<file path="src/rtl/sync_fifo_pkg.sv">
// Shared types and elaboration helpers for the byte FIFO between the UART datapaths and the host bus.
package sync_fifo_pkg;

  typedef struct packed {
    logic full;
    logic empty;
    logic almost_full;
    logic almost_empty;
    logic overflow;
    logic underflow;
  } fifo_status_t;

  function automatic bit is_pow2(input int n);
    return (n > 0) && ((n & (n - 1)) == 0);
  endfunction

endpackage

</file>
<file path="src/rtl/sync_fifo_if.sv">
// Handshake, data and status bundle of sync_fifo; the master drives requests, the FIFO is the slave.
interface sync_fifo_if
  import sync_fifo_pkg::*;
#(
  parameter int DataWidth = 8,
  parameter int Depth     = 16
);
  localparam int CntWidth = $clog2(Depth) + 1;

  logic                 flush;
  logic                 clr_err;
  logic                 wr_en;
  logic [DataWidth-1:0] wr_data;
  logic                 rd_en;
  logic [DataWidth-1:0] rd_data;
  logic                 rd_valid;
  logic                 full;
  logic                 empty;
  logic                 almost_full;
  logic                 almost_empty;
  logic [CntWidth-1:0]  count;
  logic                 overflow;
  logic                 underflow;
  fifo_status_t         status;

  modport master (
    output flush, clr_err, wr_en, wr_data, rd_en,
    input  rd_data, rd_valid, full, empty, almost_full, almost_empty,
           count, overflow, underflow, status
  );

  modport slave (
    input  flush, clr_err, wr_en, wr_data, rd_en,
    output rd_data, rd_valid, full, empty, almost_full, almost_empty,
           count, overflow, underflow, status
  );
endinterface

</file>
<file path="src/rtl/sync_fifo_ram.sv">
// Simple dual-port storage: one synchronous write port, one asynchronous read address (LUTRAM-friendly).
module sync_fifo_ram #(
  parameter int DataWidth = 8,
  parameter int Depth     = 16,
  localparam int AddrWidth = $clog2(Depth)
) (
  input  logic                 i_clk,
  input  logic                 we,
  input  logic [AddrWidth-1:0] waddr,
  input  logic [DataWidth-1:0] wdata,
  input  logic [AddrWidth-1:0] raddr,
  output logic [DataWidth-1:0] rdata
);

  logic [DataWidth-1:0] mem [Depth];

  always_ff @(posedge i_clk) begin
    if (we) mem[waddr] <= wdata;
  end

  assign rdata = mem[raddr];

endmodule

</file>
<file path="src/rtl/sync_fifo.sv">
// Single-clock FIFO with fill count, almost thresholds, flush, sticky error flags and
// selectable standard / first-word-fall-through read.
module sync_fifo
  import sync_fifo_pkg::*;
#(
  parameter int DataWidth      = 8,
  parameter int Depth          = 16,
  parameter int AlmostFullThr  = 12,
  parameter int AlmostEmptyThr = 2,
  parameter int Fwft           = 0
) (
  input logic        i_clk,
  input logic        i_rst_n,
  sync_fifo_if.slave bus
);

  localparam int PtrWidth = $clog2(Depth);
  localparam int CntWidth = PtrWidth + 1;
  localparam logic [CntWidth-1:0] AfThr = CntWidth'(AlmostFullThr);
  localparam logic [CntWidth-1:0] AeThr = CntWidth'(AlmostEmptyThr);

  if (!is_pow2(Depth) || Depth < 2) begin : g_chk_depth
    $error("sync_fifo: Depth must be a power of two and at least 2");
  end
  if (AlmostFullThr < 1 || AlmostFullThr > Depth) begin : g_chk_af
    $error("sync_fifo: AlmostFullThr must be in 1..Depth");
  end
  if (AlmostEmptyThr < 0 || AlmostEmptyThr > Depth - 1) begin : g_chk_ae
    $error("sync_fifo: AlmostEmptyThr must be in 0..Depth-1");
  end
  if (Fwft != 0 && Fwft != 1) begin : g_chk_fwft
    $error("sync_fifo: Fwft must be 0 or 1");
  end

  logic [PtrWidth:0]    wr_ptr;
  logic [PtrWidth:0]    rd_ptr;
  logic [CntWidth-1:0]  count;
  logic                 full;
  logic                 empty;
  logic                 wr_push;
  logic                 rd_pop;
  logic                 ovf_set;
  logic                 udf_set;
  logic                 overflow_q;
  logic                 underflow_q;
  logic [DataWidth-1:0] ram_rdata;

  // MSB of each pointer is the lap bit: equal low bits with differing laps means full
  assign full  = (wr_ptr[PtrWidth] != rd_ptr[PtrWidth]) &&
                 (wr_ptr[PtrWidth-1:0] == rd_ptr[PtrWidth-1:0]);
  assign empty = (wr_ptr == rd_ptr);
  assign count = wr_ptr - rd_ptr;

  assign wr_push = bus.wr_en && !full  && !bus.flush;
  assign rd_pop  = bus.rd_en && !empty && !bus.flush;
  assign ovf_set = bus.wr_en && full  && !bus.flush;
  assign udf_set = bus.rd_en && empty && !bus.flush;

  always_ff @(posedge i_clk) begin
    if (!i_rst_n) begin
      wr_ptr      <= '0;
      rd_ptr      <= '0;
      overflow_q  <= 1'b0;
      underflow_q <= 1'b0;
    end else begin
      if (bus.flush) begin
        wr_ptr <= '0;
        rd_ptr <= '0;
      end else begin
        if (wr_push) wr_ptr <= wr_ptr + 1'b1;
        if (rd_pop)  rd_ptr <= rd_ptr + 1'b1;
      end
      // a new error in the same cycle as a clear keeps the flag set
      overflow_q  <= ovf_set || (overflow_q  && !bus.clr_err);
      underflow_q <= udf_set || (underflow_q && !bus.clr_err);
    end
  end

  sync_fifo_ram #(
    .DataWidth (DataWidth),
    .Depth     (Depth)
  ) u_ram (
    .i_clk (i_clk),
    .we    (wr_push && i_rst_n),
    .waddr (wr_ptr[PtrWidth-1:0]),
    .wdata (bus.wr_data),
    .raddr (rd_ptr[PtrWidth-1:0]),
    .rdata (ram_rdata)
  );

  if (Fwft == 0) begin : g_std
    logic [DataWidth-1:0] rd_data_q;
    logic                 rd_valid_q;

    always_ff @(posedge i_clk) begin
      if (!i_rst_n) begin
        rd_data_q  <= '0;
        rd_valid_q <= 1'b0;
      end else begin
        rd_valid_q <= rd_pop;
        if (rd_pop) rd_data_q <= ram_rdata;
      end
    end

    assign bus.rd_data  = rd_data_q;
    assign bus.rd_valid = rd_valid_q;
  end else begin : g_fwft
    assign bus.rd_data  = ram_rdata;
    assign bus.rd_valid = !empty;
  end

  assign bus.full         = full;
  assign bus.empty        = empty;
  assign bus.almost_full  = (count >= AfThr);
  assign bus.almost_empty = (count <= AeThr);
  assign bus.count        = count;
  assign bus.overflow     = overflow_q;
  assign bus.underflow    = underflow_q;

  assign bus.status = '{
    full:         full,
    empty:        empty,
    almost_full:  (count >= AfThr),
    almost_empty: (count <= AeThr),
    overflow:     overflow_q,
    underflow:    underflow_q
  };

endmodule

</file>
<file path="src/flat_wrapper.sv">
// flat-port wrapper written by rule: the top's interface ports become plain ports
module sync_fifo_flat import sync_fifo_pkg::*;
#(
  parameter int DataWidth      = 8,
  parameter int Depth          = 16,
  parameter int AlmostFullThr  = 12,
  parameter int AlmostEmptyThr = 2,
  parameter int Fwft           = 0
)
  (i_clk, i_rst_n, bus_flush, bus_clr_err, bus_wr_en, bus_wr_data, bus_rd_en, bus_rd_data, bus_rd_valid, bus_full, bus_empty, bus_almost_full, bus_almost_empty, bus_count, bus_overflow, bus_underflow, bus_status);
  sync_fifo_if #(.DataWidth(DataWidth), .Depth(Depth)) bus_i ();
  input logic i_clk;
  input logic i_rst_n;
  input wire logic [$bits(bus_i.flush)-1:0] bus_flush;
  input wire logic [$bits(bus_i.clr_err)-1:0] bus_clr_err;
  input wire logic [$bits(bus_i.wr_en)-1:0] bus_wr_en;
  input wire logic [$bits(bus_i.wr_data)-1:0] bus_wr_data;
  input wire logic [$bits(bus_i.rd_en)-1:0] bus_rd_en;
  output wire logic [$bits(bus_i.rd_data)-1:0] bus_rd_data;
  output wire logic [$bits(bus_i.rd_valid)-1:0] bus_rd_valid;
  output wire logic [$bits(bus_i.full)-1:0] bus_full;
  output wire logic [$bits(bus_i.empty)-1:0] bus_empty;
  output wire logic [$bits(bus_i.almost_full)-1:0] bus_almost_full;
  output wire logic [$bits(bus_i.almost_empty)-1:0] bus_almost_empty;
  output wire logic [$bits(bus_i.count)-1:0] bus_count;
  output wire logic [$bits(bus_i.overflow)-1:0] bus_overflow;
  output wire logic [$bits(bus_i.underflow)-1:0] bus_underflow;
  output wire logic [$bits(bus_i.status)-1:0] bus_status;
  assign bus_i.flush = bus_flush;
  assign bus_i.clr_err = bus_clr_err;
  assign bus_i.wr_en = bus_wr_en;
  assign bus_i.wr_data = bus_wr_data;
  assign bus_i.rd_en = bus_rd_en;
  assign bus_rd_data = bus_i.rd_data;
  assign bus_rd_valid = bus_i.rd_valid;
  assign bus_full = bus_i.full;
  assign bus_empty = bus_i.empty;
  assign bus_almost_full = bus_i.almost_full;
  assign bus_almost_empty = bus_i.almost_empty;
  assign bus_count = bus_i.count;
  assign bus_overflow = bus_i.overflow;
  assign bus_underflow = bus_i.underflow;
  assign bus_status = bus_i.status;
  sync_fifo #(.DataWidth(DataWidth), .Depth(Depth), .AlmostFullThr(AlmostFullThr), .AlmostEmptyThr(AlmostEmptyThr), .Fwft(Fwft)) u_core (.i_clk(i_clk), .i_rst_n(i_rst_n), .bus(bus_i));
endmodule
</file>
<file path="config.mk">
export PLATFORM = sky130hd
export DESIGN_NAME = sync_fifo_flat
export DESIGN_NICKNAME = d
export VERILOG_FILES = /design/src/rtl/sync_fifo_pkg.sv /design/src/rtl/sync_fifo_if.sv /design/src/rtl/sync_fifo_ram.sv /design/src/rtl/sync_fifo.sv /design/src/flat_wrapper.sv
export SDC_FILE = /design/constraint.sdc
export NUM_CORES = 1
export LEC_CHECK = 0
export CAP_MARGIN = 20
export CORE_UTILIZATION = 55
export CTS_CLUSTER_DIAMETER = 60
export CTS_CLUSTER_SIZE = 30
export DETAILED_ROUTE_END_ITERATION = 6
export PLACE_DENSITY = 0.75
export SLEW_MARGIN = 20
export SYNTH_ARGS = -nofsm -noshare
export SYNTH_HDL_FRONTEND = slang
export SYNTH_SLANG_ARGS = --single-unit
</file>
<file path="constraint.sdc">
create_clock -name i_clk -period 6 [get_ports i_clk]
set_clock_uncertainty 0.1 [all_clocks]
set_input_delay 1.5 -clock i_clk [delete_from_list [all_inputs] [get_ports i_clk]]
set_output_delay 1.5 -clock i_clk [all_outputs]
set_load 0.01 [all_outputs]
</file>
Word level (Yosys, flattened, before mapping). Memory sizes are Yosys's and may differ from the RTL's. A register that Yosys moved wholly into a read port is not among the register bits. Cells that the tools add are included.

Muxes and demuxes: 2. Reductions and logical operators: 20. $lt $le $gt $ge: 2. Bitwise operators: 1. Add/subtract/negate cells: 3. Eq/ne operators: 3.

Operator list (number): logical AND 1 bit (12); adder 5 x 1 -> 5 bit (second input constant) (2); equality test 5 bit (1); >= comparator 5 x 4 -> 1 bit (second input constant) (1); less-or-equal comparator 5 x 2 -> 1 bit (second input constant) (1); logical NOT 1 bit (5); subtractor 5 bit (1); equality test 4 bit (1); logical OR 1 bit (2); two-way mux 1 bit (2); OR reduction 2 bit (1); != test 1 bit (1); NOT 1 bit (1).

Output and inout bits: 26. Memory bits (writable): 128. Memories kept: 1. Register bits: 13. Logic and storage cells: 37. Bits of input ports: 14.

Memories: u_core.u_ram.mem (depth 16, width 8, read ports 1, clocked after Yosys merged registers in 1, wr ports 1, line sync_fifo_ram.sv:15) `logic [DataWidth-1:0] mem [Depth];`.

Depth between registers and ports, before layout.
Depth in word-level cells: 8. Depth in mapped cells: 10. Mapped depth without buffers: 8.

Modules after synthesis. From an unflattened synthesis, not the netlist that was laid out.

Cell total of the unflattened synthesis: 354. Area, all modules: 6083.3 µm².

By module, submodules not included: sync_fifo_ram (times used 1, cells each 221, seq. area each 3843.7 µm², area an instance 4987.3 µm²); sync_fifo (times used 1, cells each 133, seq. area each 420.4 µm², area an instance 1096.1 µm²).

Least setup slack after synthesis. OpenSTA, ideal clock, no wires.

Path type: reg2out. From: register u_core.wr_ptr[0]. To: output port bus_status[2]. Setup slack: 1.871 ns. Path buffers: 1. Cell stages (with the launch flop): 10. Data required time: 4.400 ns. Arrival time: 2.529 ns. Path through: dfxtp_1 > inv_1 > ha_1 > fa_1 > inv_1 > a21o_1 > a21oi_1 > xnor2_1 > a2111oi_0 > buf_4.

Word-level cells in the longest chain between the ends: 2.

Ends and longest elaborated chain: start, declared (line sync_fifo.sv:35) `logic [PtrWidth:0] wr_ptr;`; start signal, assigned (line sync_fifo.sv:70) `if (wr_push) wr_ptr <= wr_ptr + 1'b1;`; subtractor 5 bit (line sync_fifo.sv:52) `assign count = wr_ptr - rd_ptr;`; via bus_count[4] (line flat_wrapper.sv:25) `output wire logic [$bits(bus_i.count)-1:0] bus_count;`; less-or-equal comparator 5 x 2 -> 1 bit; end, declared (line flat_wrapper.sv:28) `output wire logic [$bits(bus_i.status)-1:0] bus_status;`.

The timed path passes the listed nets, and every way through them passes these cells.

Worst setup path after layout.
From: register u_core.rd_ptr[2]. To: output port bus_almost_empty.

Word-level cells in the longest chain between the ends: 2.

Ends and longest elaborated chain: start, declared (line sync_fifo.sv:36) `logic [PtrWidth:0] rd_ptr;`; start signal, assigned (line sync_fifo.sv:71) `if (rd_pop) rd_ptr <= rd_ptr + 1'b1;`; subtractor 5 bit (line sync_fifo.sv:52); less-or-equal comparator 5 x 2 -> 1 bit (line sync_fifo.sv:115) `assign bus.almost_empty = (count <= AeThr);`; end, declared (line flat_wrapper.sv:24) `output wire logic [$bits(bus_i.almost_empty)-1:0] bus_almost_empty;`.

Every way passes these cells.

==> impl_results.md <==
* Final Hold Fails at 0
* Post-route DRC at 1
* Cts hold-fix bufs at 0
* CTS HTree Levels at 4
* Synth async-reset ratio at 0%
* Syn-to-layout area delta at 17.6%
* Setup violators final at 0
* WL met1 at 5.18 mm
* Total negative slack at 0 ps
* Rel. slew slack at 46.5%
* Die area at 11,500 sq um
* Largest net degree at the start of global routing at 38
* Final antenna-violating net count at 0
* Switching power at 442 uW
* CTS root buf: clkbuf_8
* Ant. Diodes at 0
* FF-to-FF End: u_core.u_ram.mem[10][5]$_DFFE_PP_
* Dominant synthesized flop cell: edfxtp_1
* Metal3 WL at 741 microns
* CTS tree: built
* Clk slew on worst S/H paths at 60 ps
* Tightest Pin Transition at 800 ps
* Synth top area share at 63.0%
* Syn avg cell area at 15.8 sq um
* RSZ-0062 raised after global routing: false
* Placed instance area at 6540 sq um
* R2R depth at 6
* R2R Setup Slk at 2740 ps
* Post-synth EDFFs at 128
* Crit path to: bus_almost_empty
* Count leader, synth: edfxtp_1
* Distinct cells, synth at 32
* Fin crit share at 83.1%
* Status: complete, but fails checks
* Post-synth top area cell: edfxtp_1
* Pre-antenna DRT Iters at 7
* Layout cells sized above 1 at 11.3%
* Synth warn at 0
* Sw frac at 19.4%
* Cell leakage power at 2.33 nW
* DR top layer: met4
* CP required at 4400 ps
* Die height at 107 microns
* Total Routing Usage GR at 22.7%
* Start point of the critical path: u_core.rd_ptr[2]$_SDFFE_PP0P_
* Core Box Area at 10,800 sq um
* Met2 wire len at 5.78 mm
* Global-route wire length before repair at 18.4 mm
* Failing checks: DRC
* Hold Path Class: flop to flop
* #FFs+latches synth at 149
* Cell row count at 38
* Final Instance Area at 7170 sq um
* WL per Instance at 20.6 microns
* Total Wirelength at 12.0 mm
* Area of the mapped netlist at 6100 sq um
* Post-synthesis sequential area ratio at 69.9%
* Via-to-Cell Ratio at 5.78
* Post-Synthesis Cells at 387
* Final GP Congestion at 0.843
* Initial antenna violation count at 0
* Logic pwr share at 2.4%
* MaxCap Viol Count at 0
* Post-cts resize count at 0
* R2R Path Start: u_core.rd_ptr[2]$_SDFFE_PP0P_
* Clock latency on the worst-skew pair at 520 ps
* HPWL after detailed placement at 7.51 mm
* Commonest cells post-synth: edfxtp_1, mux2i_1, nor2_1
* CP Class: flop to primary output
* # Post-CTS Setup Buffers at 0
* Io pins at 40
* Pins Over Slew Limit at 0
* Min cycle time layout at 4980 ps
* Worst setup SP type: flop
* PD cells at 318 nW/um^2
* Die W at 107 microns
* Crit end category: primary output
* Initial Util at 56.2%
* Net Count, Synth at 411
* FMAX at 201 MHz
* Input/output buffers at 39
* Clock share of power at 48.2%
* DRT iter0 DRCs at 276
* Vias at 3,358
* GRT overflow at 0
* Crit-path max FO at 14
* Critical Path AT at 3380 ps
* Pint at 1.84 mW
* Nets at 452
* Max rail drop VDD at 206 uV
* Share of power burned in registers at 49.5%
* Area contributors post-synth: edfxtp_1, dfxtp_1, mux2i_1, mux4_2, mux4_1
* Num CTS Buffers at 17
* CTS sink count at 149
* Clock Tree Buf Depth at 2
* Number of global-route vias before repair at 3,209
## flip-flops by register name, summed over array words and instances, names as in the netlist
name and count:
u_core.bus.overflow 1, u_core.bus.rd_data 8, u_core.bus.rd_valid 1, u_core.bus.underflow 1, u_core.rd_ptr 5, u_core.u_ram.mem 128
u_core.wr_ptr 5
## cell usage in the layout (no fill, tap or decap), drive strengths merged
cell type,Yosys,layout
edfxtp,128,128
clkdlybuf4s50,0,39
mux2i,32,32
nor2,23,23
a21oi,23,23
clkbuf,3,23
nand2,21,21
dfxtp,21,21
o22ai,18,18
inv,13,17
mux4,16,16
nor3,12,12
o21ai,9,9
ha,9,9
xnor2,8,8
nand3,7,7
buf,21,7
nand2b,5,5
xor2,4,4
a21o,3,3
nand4,3,3
and2,3,3
clkinv,0,3
or3,2,2
bufinv,0,2
and4,1,1
a2111oi,1,1
fa,1,1
## worst min-delay path by stage
stage                                       start                                  to  slack (ps)  depth (start not counted)
5_1_grt        u_core.bus.rd_data[2]$_SDFFE_PN0P_  u_core.bus.rd_data[2]$_SDFFE_PN0P_         480                          2
3_3_place_gp        u_core.wr_ptr[4]$_SDFFE_PP0P_       u_core.wr_ptr[4]$_SDFFE_PP0P_         400                          2
6_report            u_core.wr_ptr[4]$_SDFFE_PP0P_       u_core.wr_ptr[4]$_SDFFE_PP0P_         430                          2
3_5_place_dp        u_core.wr_ptr[4]$_SDFFE_PP0P_       u_core.wr_ptr[4]$_SDFFE_PP0P_         430                          2
2_1_floorplan       u_core.wr_ptr[4]$_SDFFE_PP0P_       u_core.wr_ptr[4]$_SDFFE_PP0P_         390                          2
4_1_cts             u_core.wr_ptr[4]$_SDFFE_PP0P_       u_core.wr_ptr[4]$_SDFFE_PP0P_         440                          2
## metal layers
metal,vias to the layer above,global-route usage [%]
met4,0,8.71
met1,1652,30.5
met2,136,35.9
li1,1551,-
met5,-,0
met3,19,5.81
## metrics by stage
step	std cells	power, mW	hold WS (ps)	utilization [%]	setup slack, ps
global route	581	2.34	480	66.1	772
detailed placement	549	1.21	428	60.4	1580
CTS	581	2.29	437	66.1	1000
global placement	549	1.20	405	60.4	1710
floorplan	387	1.17	394	-	1870
finish	581	2.28	433	66.1	1020
## critical path, stage by stage (launching register included)
cell             delay [ps]
dfxtp_1                 570
inv_1                   270
ha_1                    400
a21o_1                  190
a21oi_1                 190
xnor2_1                 120
a2111oi_0               490
clkdlybuf4s50_1         640
## power groups by stage
stage	clock network, mW	logic (mW)	registers [mW]
5_1_grt	1.15	0.0585	1.13
6_report	1.10	0.0539	1.13
3_5_place_dp	0	0.0539	1.15
2_1_floorplan	0	0.0198	1.15
4_1_cts	1.11	0.0541	1.13
3_3_place_gp	0	0.0528	1.15
## kinds of logic after synthesis
kind of cell,synth area share [%]
multiplexers,11.6
AND/OR/NAND/NOR,5.75
AO/OA/AOI/OAI,5.17
buffers and inverters,3.65
adder cells (fa/ha/maj),2.18
flip-flops,69.9
XOR/XNOR,1.72
## final cells by class
type,count,area [sq um]
Timing Repair Buffer,46,443
Tap cell,140,175
Fill cell,750,3670
Clock buffer,23,520
Inverter,13,48.8
Sequential cell,149,4270
Multi-Input combinational cell,201,1610
Clock inverter,9,106
Note: power is estimated with default switching activity, not from simulation.
